File: src/rtl/mc_pkg.sv
// Shared types and constants for the multi-cycle instruction control FSM.
package mc_pkg;

    typedef enum logic [2:0] {
        FETCH   = 3'd0,
        DECODE  = 3'd1,
        EXECUTE = 3'd2,
        MEM     = 3'd3,
        WB      = 3'd4,
        TRAP    = 3'd5
    } state_t;

    localparam logic [6:0] OP_RTYPE  = 7'b0110011;
    localparam logic [6:0] OP_ITYPE  = 7'b0010011;
    localparam logic [6:0] OP_LOAD   = 7'b0000011;
    localparam logic [6:0] OP_STORE  = 7'b0100011;
    localparam logic [6:0] OP_BRANCH = 7'b1100011;
    localparam logic [6:0] OP_JAL    = 7'b1101111;
    localparam logic [6:0] OP_JALR   = 7'b1100111;
    localparam logic [6:0] OP_LUI    = 7'b0110111;
    localparam logic [6:0] OP_AUIPC  = 7'b0010111;

    localparam logic [1:0] CAUSE_NONE    = 2'b00;
    localparam logic [1:0] CAUSE_ILLEGAL = 2'b01;
    localparam logic [1:0] CAUSE_IMEM_TO = 2'b10;
    localparam logic [1:0] CAUSE_DMEM_TO = 2'b11;

    function automatic logic op_legal(input logic [6:0] op);
        case (op)
            OP_RTYPE, OP_ITYPE, OP_LOAD, OP_STORE, OP_BRANCH,
            OP_JAL, OP_JALR, OP_LUI, OP_AUIPC: return 1'b1;
            default:                           return 1'b0;
        endcase
    endfunction

endpackage

File: src/rtl/wait_timer.sv
// Counts consecutive cycles a request waits for ready. "expired" fires in the
// cycle where the count would reach TIMEOUT_CYCLES with ready still low; a
// ready in that same cycle takes priority, so no expiry is raised.
module wait_timer #(
    parameter int TIMEOUT_CYCLES = 16
) (
    input  logic clk,
    input  logic reset,
    input  logic active,
    input  logic ready,
    output logic expired
);
    localparam int CW = $clog2(TIMEOUT_CYCLES + 1);

    logic [CW-1:0] count;

    // Clear while no request is pending or when it completes; otherwise count a wait cycle.
    always_ff @(posedge clk or negedge reset) begin
        if (!reset)
            count <= '0;
        else if (!active || ready)
            count <= '0;
        else
            count <= count + CW'(1);
    end

    assign expired = active && !ready && (count == CW'(TIMEOUT_CYCLES - 1));

endmodule

File: src/rtl/multi_cycle_control.sv
// Multi-cycle control FSM: FETCH/DECODE/EXECUTE/MEM/WB with a sticky TRAP on
// illegal opcodes or memory timeouts, plus a retired-instruction counter.
import mc_pkg::*;

module multi_cycle_control #(
    parameter int TIMEOUT_CYCLES = 16,
    parameter int RETIRE_W       = 32
) (
    input  logic                clk,
    input  logic                reset,
    input  logic [6:0]          opcode,
    input  logic                imem_ready,
    input  logic                dmem_ready,
    output logic                imem_req,
    output logic                dmem_req,
    output logic                dmem_we,
    output logic                ir_write,
    output logic                reg_write,
    output logic                pc_write,
    output logic                branch_eval,
    output logic                trap,
    output logic [1:0]          trap_cause,
    output logic [RETIRE_W-1:0] retired
);
    state_t     state, state_nxt;
    logic [1:0] cause_nxt;
    logic       run;
    logic       timeout;
    logic       wt_ready;

    // Only one of the two requests can be live at once, so one timer serves both.
    assign wt_ready = (state == FETCH) ? imem_ready : dmem_ready;

    wait_timer #(.TIMEOUT_CYCLES(TIMEOUT_CYCLES)) u_wait_timer (
        .clk     (clk),
        .reset   (reset),
        .active  (imem_req | dmem_req),
        .ready   (wt_ready),
        .expired (timeout)
    );

    // State register.
    always_ff @(posedge clk or negedge reset) begin
        if (!reset)
            state <= FETCH;
        else
            state <= state_nxt;
    end

    // run gates the FETCH request so every output stays 0 during reset and
    // imem_req rises on the first clock edge after release.
    always_ff @(posedge clk or negedge reset) begin
        if (!reset)
            run <= 1'b0;
        else
            run <= 1'b1;
    end

    // Latch the trap cause on the transition into TRAP; held until reset.
    always_ff @(posedge clk or negedge reset) begin
        if (!reset)
            trap_cause <= CAUSE_NONE;
        else if (state != TRAP && state_nxt == TRAP)
            trap_cause <= cause_nxt;
    end

    // One retired instruction per PC update, wrapping at 2^RETIRE_W.
    always_ff @(posedge clk or negedge reset) begin
        if (!reset)
            retired <= '0;
        else if (pc_write)
            retired <= retired + RETIRE_W'(1);
    end

    // Next-state and trap-cause selection.
    always_comb begin
        state_nxt = state;
        cause_nxt = CAUSE_NONE;
        case (state)
            FETCH: begin
                if (run) begin
                    if (imem_ready) begin
                        state_nxt = DECODE;
                    end else if (timeout) begin
                        state_nxt = TRAP;
                        cause_nxt = CAUSE_IMEM_TO;
                    end
                end
            end
            DECODE: begin
                if (op_legal(opcode)) begin
                    state_nxt = EXECUTE;
                end else begin
                    state_nxt = TRAP;
                    cause_nxt = CAUSE_ILLEGAL;
                end
            end
            EXECUTE: begin
                if (opcode == OP_LOAD || opcode == OP_STORE)
                    state_nxt = MEM;
                else if (opcode == OP_BRANCH)
                    state_nxt = FETCH;
                else
                    state_nxt = WB;
            end
            MEM: begin
                if (dmem_ready) begin
                    state_nxt = (opcode == OP_STORE) ? FETCH : WB;
                end else if (timeout) begin
                    state_nxt = TRAP;
                    cause_nxt = CAUSE_DMEM_TO;
                end
            end
            WB:      state_nxt = FETCH;
            default: state_nxt = TRAP;
        endcase
    end

    // Moore-style requests with ready-qualified pulses; TRAP drives everything low but trap.
    always_comb begin
        imem_req    = 1'b0;
        dmem_req    = 1'b0;
        dmem_we     = 1'b0;
        ir_write    = 1'b0;
        reg_write   = 1'b0;
        pc_write    = 1'b0;
        branch_eval = 1'b0;
        trap        = (state == TRAP);
        case (state)
            FETCH: begin
                imem_req = run;
                ir_write = run && imem_ready;
            end
            EXECUTE: begin
                if (opcode == OP_BRANCH) begin
                    pc_write    = 1'b1;
                    branch_eval = 1'b1;
                end
            end
            MEM: begin
                dmem_req = 1'b1;
                dmem_we  = (opcode == OP_STORE);
                pc_write = dmem_ready && (opcode == OP_STORE);
            end
            WB: begin
                reg_write = 1'b1;
                pc_write  = 1'b1;
            end
            default: ;
        endcase
    end

endmodule

File: config.mk
export PLATFORM = sky130hd
export DESIGN_NAME = multi_cycle_control
export DESIGN_NICKNAME = d
export VERILOG_FILES = /design/src/rtl/mc_pkg.sv /design/src/rtl/wait_timer.sv /design/src/rtl/multi_cycle_control.sv
export SDC_FILE = /design/constraint.sdc
export NUM_CORES = 1
export LEC_CHECK = 0
export CAP_MARGIN = 20
export CORE_UTILIZATION = 38
export CTS_BUF_LIST = sky130_fd_sc_hd__clkbuf_2
export CTS_CLUSTER_DIAMETER = 60
export DETAILED_ROUTE_END_ITERATION = 6
export HOLD_SLACK_MARGIN = 0.08
export MAX_ROUTING_LAYER = met4
export PLACE_DENSITY = 0.65
export SETUP_SLACK_MARGIN = 0.02
export SLEW_MARGIN = 20
export SYNTH_ARGS = -nofsm -noshare
export SYNTH_HDL_FRONTEND = slang
export SYNTH_HIERARCHICAL = 1
export SYNTH_SLANG_ARGS = --single-unit
File: constraint.sdc
create_clock -name clk -period 2.95 [get_ports clk]
set_input_delay 0.885 -clock clk [delete_from_list [all_inputs] [get_ports clk]]
set_output_delay 0.885 -clock clk [all_outputs]
set_load 0.05 [all_outputs]
==> metrics.yaml <==
status:
  outcome: "finished with violations"
  violations: "negative setup slack"
setup_path:
  endpoint_kind: "output port"
  critPathRequiredTime_ns: 2.07
  r2r_cells: 5
  path_max_fanout: 2
  critPathArrivalTime_ns: 2.19
  critical_path_class: "input port to output port"
  cp-start-kind: "input port"
power_and_ir_drop:
  ir_worst_vdd_mv: 0.588
  total_power_w: 0.00284
  p_leak_nw: 1.33
  pwr-share-comb: 0.576
  power.density_mw_per_mm2: 860
  power_switching_w: 0.00147
  p_int_w: 0.00137
  pwr-share-seq: 0.338
  p_sw_frac: 0.518
  p_clk_frac: 0.087
final_layout:
  fin_nets: 320
  drive_above_1_share: 0.218
  fin_area_mm2: 0.00330
  syn_to_final_growth_pct: 35.4
  diodes: 0
  fill_cells: 567
  post-route-util: 0.545
global_route:
  grt_pass1_vias: 1932
  grtUsageMet2: 0.291
  grt_max_degree: 31
  antenna_found_initial: 0
  grt.total_usage: 0.194
  grt_use_met1: 0.273
  overflow: 0
  grt_most_used_layer: "met2"
  grt_pass1_wl_um: 9620
  grt_util_met3: 0.0330
placement:
  postPlaceCellArea_mm2: 0.00322
  gp_congestion: 0.851
  io_buffers: 52
  dp_hpwl_um: 4080
  pre_cts_ws_ns: -0.505
synth:
  synth_edf_count: 0
  synth_flop_cell: "dfrtp_1"
  syn_inst: 237
  synthArstFlopShare: 1.00
  syn_avg_cell_area_um2: 10.3
  synth_warnings: 6
  synth_cell_types: 46
  synth_area_leaders: "dfrtp_1 (44%), xor2_1 (11%), a2111oi_2 (8.6%)"
  syn-num-nets: 251
  synth_top_area_cell: "dfrtp_1"
  ys_ff_latch: 43
  synth_seq_area_share: 0.441
  mappedNetlistArea_mm2: 0.00244
  netlist.area_leader.share: 0.441
detailed_routing:
  drc: 0
  vias: 2052
  drt_iter0_drc: 122
  drt_first_pass_iters: 4
  wl_um: 5780
  wl_per_cell_um: 15.1
  viasPerCell: 5.37
  ant_nets: 0
cts:
  cts.sinks: 43
  htree_levels: 2
  clock_path_buffers: 2
  clk_pin_slew_worst_paths_ns: 0.22
  cts_tree: "yes"
  cts.hold.buffers_added: 0
  numCtsBuffers: 5
  root_buffer: "clkbuf_2"
  clk_latency_ns: 0.39
timing:
  slew_headroom: 0.642
  fin_crit_sh: 1.04
  setup_violations: 2
  fmax_ghz: 0.325
  rsz0062_at_grt: "yes"
  max_slew.worst_pin.slew_ns: 0.535
  finalClockSkew_ns: 0.0104
  maxSlewViolCount: 0
  fin_ws_ns: -0.126
  tns_ns: -0.172
  period_needed_ns: 3.08
  finalHoldViolations: 0
floorplanning:
  die_area_mm2: 0.00675
  rows: 28
  initial_core_util: 0.403
  die_x_um: 82.1
  coreArea_mm2: 0.00606
  io_pins: 53
  fp.dieH_um: 82.1
job:
  drv_cap: 0
worst_hold_path:
  hp-class: "input port to asynchronous set/reset pin"
flip-flops by register name, indices dropped and copies added (netlist names):
register / cells
trap_cause: 2
u_wait_timer/count: 5
retired: 32
run: 1
state: 3
Yosys cell counts (4+ instances only):
| cell type | instances |
|---|---|
| and3_1 | 5 |
| nand2_1 | 24 |
| clkbuf_1 | 7 |
| dfrtp_1 | 43 |
| nor2_1 | 12 |
| a2111oi_2 | 14 |
| nor2b_1 | 4 |
| a211oi_1 | 9 |
| nand2b_1 | 4 |
| nand3_1 | 11 |
| a21oi_1 | 6 |
| inv_1 | 9 |
| nand4_1 | 7 |
| xor2_1 | 30 |
| and4_1 | 5 |
critical path: stages:
cell      delay (ns)
buf_6           0.09
or4b_4          0.53
a2111o_1        0.43
nand2_8         0.12
buf_12          0.13
placed cells by master (no fill, tap or decap), types with 3 or more instances in the layout:
master	synthesis	layout
clkbuf_2	0	5
ha_1	3	3
buf_4	0	23
nand4_1	7	7
nand2b_1	4	4
nand3_1	11	11
nand2_1	24	22
buf_6	2	4
buf_2	1	3
clkdlybuf4s50_1	0	35
xor2_1	30	30
clkinv_2	0	3
dfrtp_1	43	43
nor2_1	12	12
buf_12	0	5
a2111oi_2	14	14
and3_1	5	5
inv_1	9	9
a21oi_1	6	6
nor2b_1	4	4
nand3b_1	3	3
and4_1	5	5
dlymetal6s2s_1	0	3
a211oi_1	9	9
cells by family (layout without fill, tap and decap cells):
logic type | count (synthesis) | after routing | share of synthesized area
muxes | 3 | 3 | 0.0133
buffers and inverters | 22 | 92 | 0.0405
xor gates and xnor gates | 32 | 32 | 0.115
adders and majority gates | 3 | 3 | 0.0154
AOI/OAI and AO/OA | 44 | 44 | 0.176
DFF | 43 | 43 | 0.441
and+or+nand+nor | 89 | 89 | 0.197
other | 1 | 1 | 0.00154
area by class of cell:
| class | count | area [µm²] | share of cell area |
|---|---|---|---|
| Inverter | 9 | 33.8 | 0.0102 |
| Timing Repair Buffer | 75 | 738 | 0.223 |
| Clock buffer | 5 | 25.0 | 0.00758 |
| Clock inverter | 3 | 15.0 | 0.00455 |
| Tap cell | 75 | 93.8 | 0.0284 |
| Multi-Input combinational cell | 172 | 1320 | 0.400 |
| Sequential cell | 43 | 1080 | 0.326 |
what timing repair did:
action / in CTS / in global routing
pin swaps: 6 / 7
resized for setup: 24 / 5
setup endpoints to repair: 4 / 4
buffers inserted: 1 / 3
through the flow:
step / cells / hold WS (ns)
finish: 382 / 0.394
CTS: 380 / 0.389
global placement: 371 / 0.442
floorplan: 237 / 0.433
detailed placement: 371 / 0.448
global route: 382 / 0.382
per-layer routing:
layer  share of wire  up-vias
met4          0.0076        0
met1            0.48      996
met5               0        -
met2            0.47       48
met3           0.042        4
li1                -     1004
power groups by stage:
stage | Combinational, W | Clock (W) | Sequential (W)
after floorplan | 0.000713 | 0 | 0.00134
after global placement | 0.00161 | 0 | 0.000968
after detailed placement | 0.00163 | 0 | 0.000969
after CTS | 0.00164 | 0.000256 | 0.000958
after global routing | 0.00175 | 0.000280 | 0.000994
final | 0.00164 | 0.000246 | 0.000959
worst paths after layout:
path                                       start                     to  slack [ns]
max                                    opcode[4]               pc_write       -0.13
min reg2reg                u_wait_timer/count[0]  u_wait_timer/count[0]        0.47
min                                        reset            retired[28]        0.39
max in group asynchronous                  reset             retired[0]        1.88
min in group clk           u_wait_timer/count[0]  u_wait_timer/count[0]        0.47
max reg2reg                             state[2]            retired[22]        0.50
Note: power is estimated with default switching activity, not from simulation.
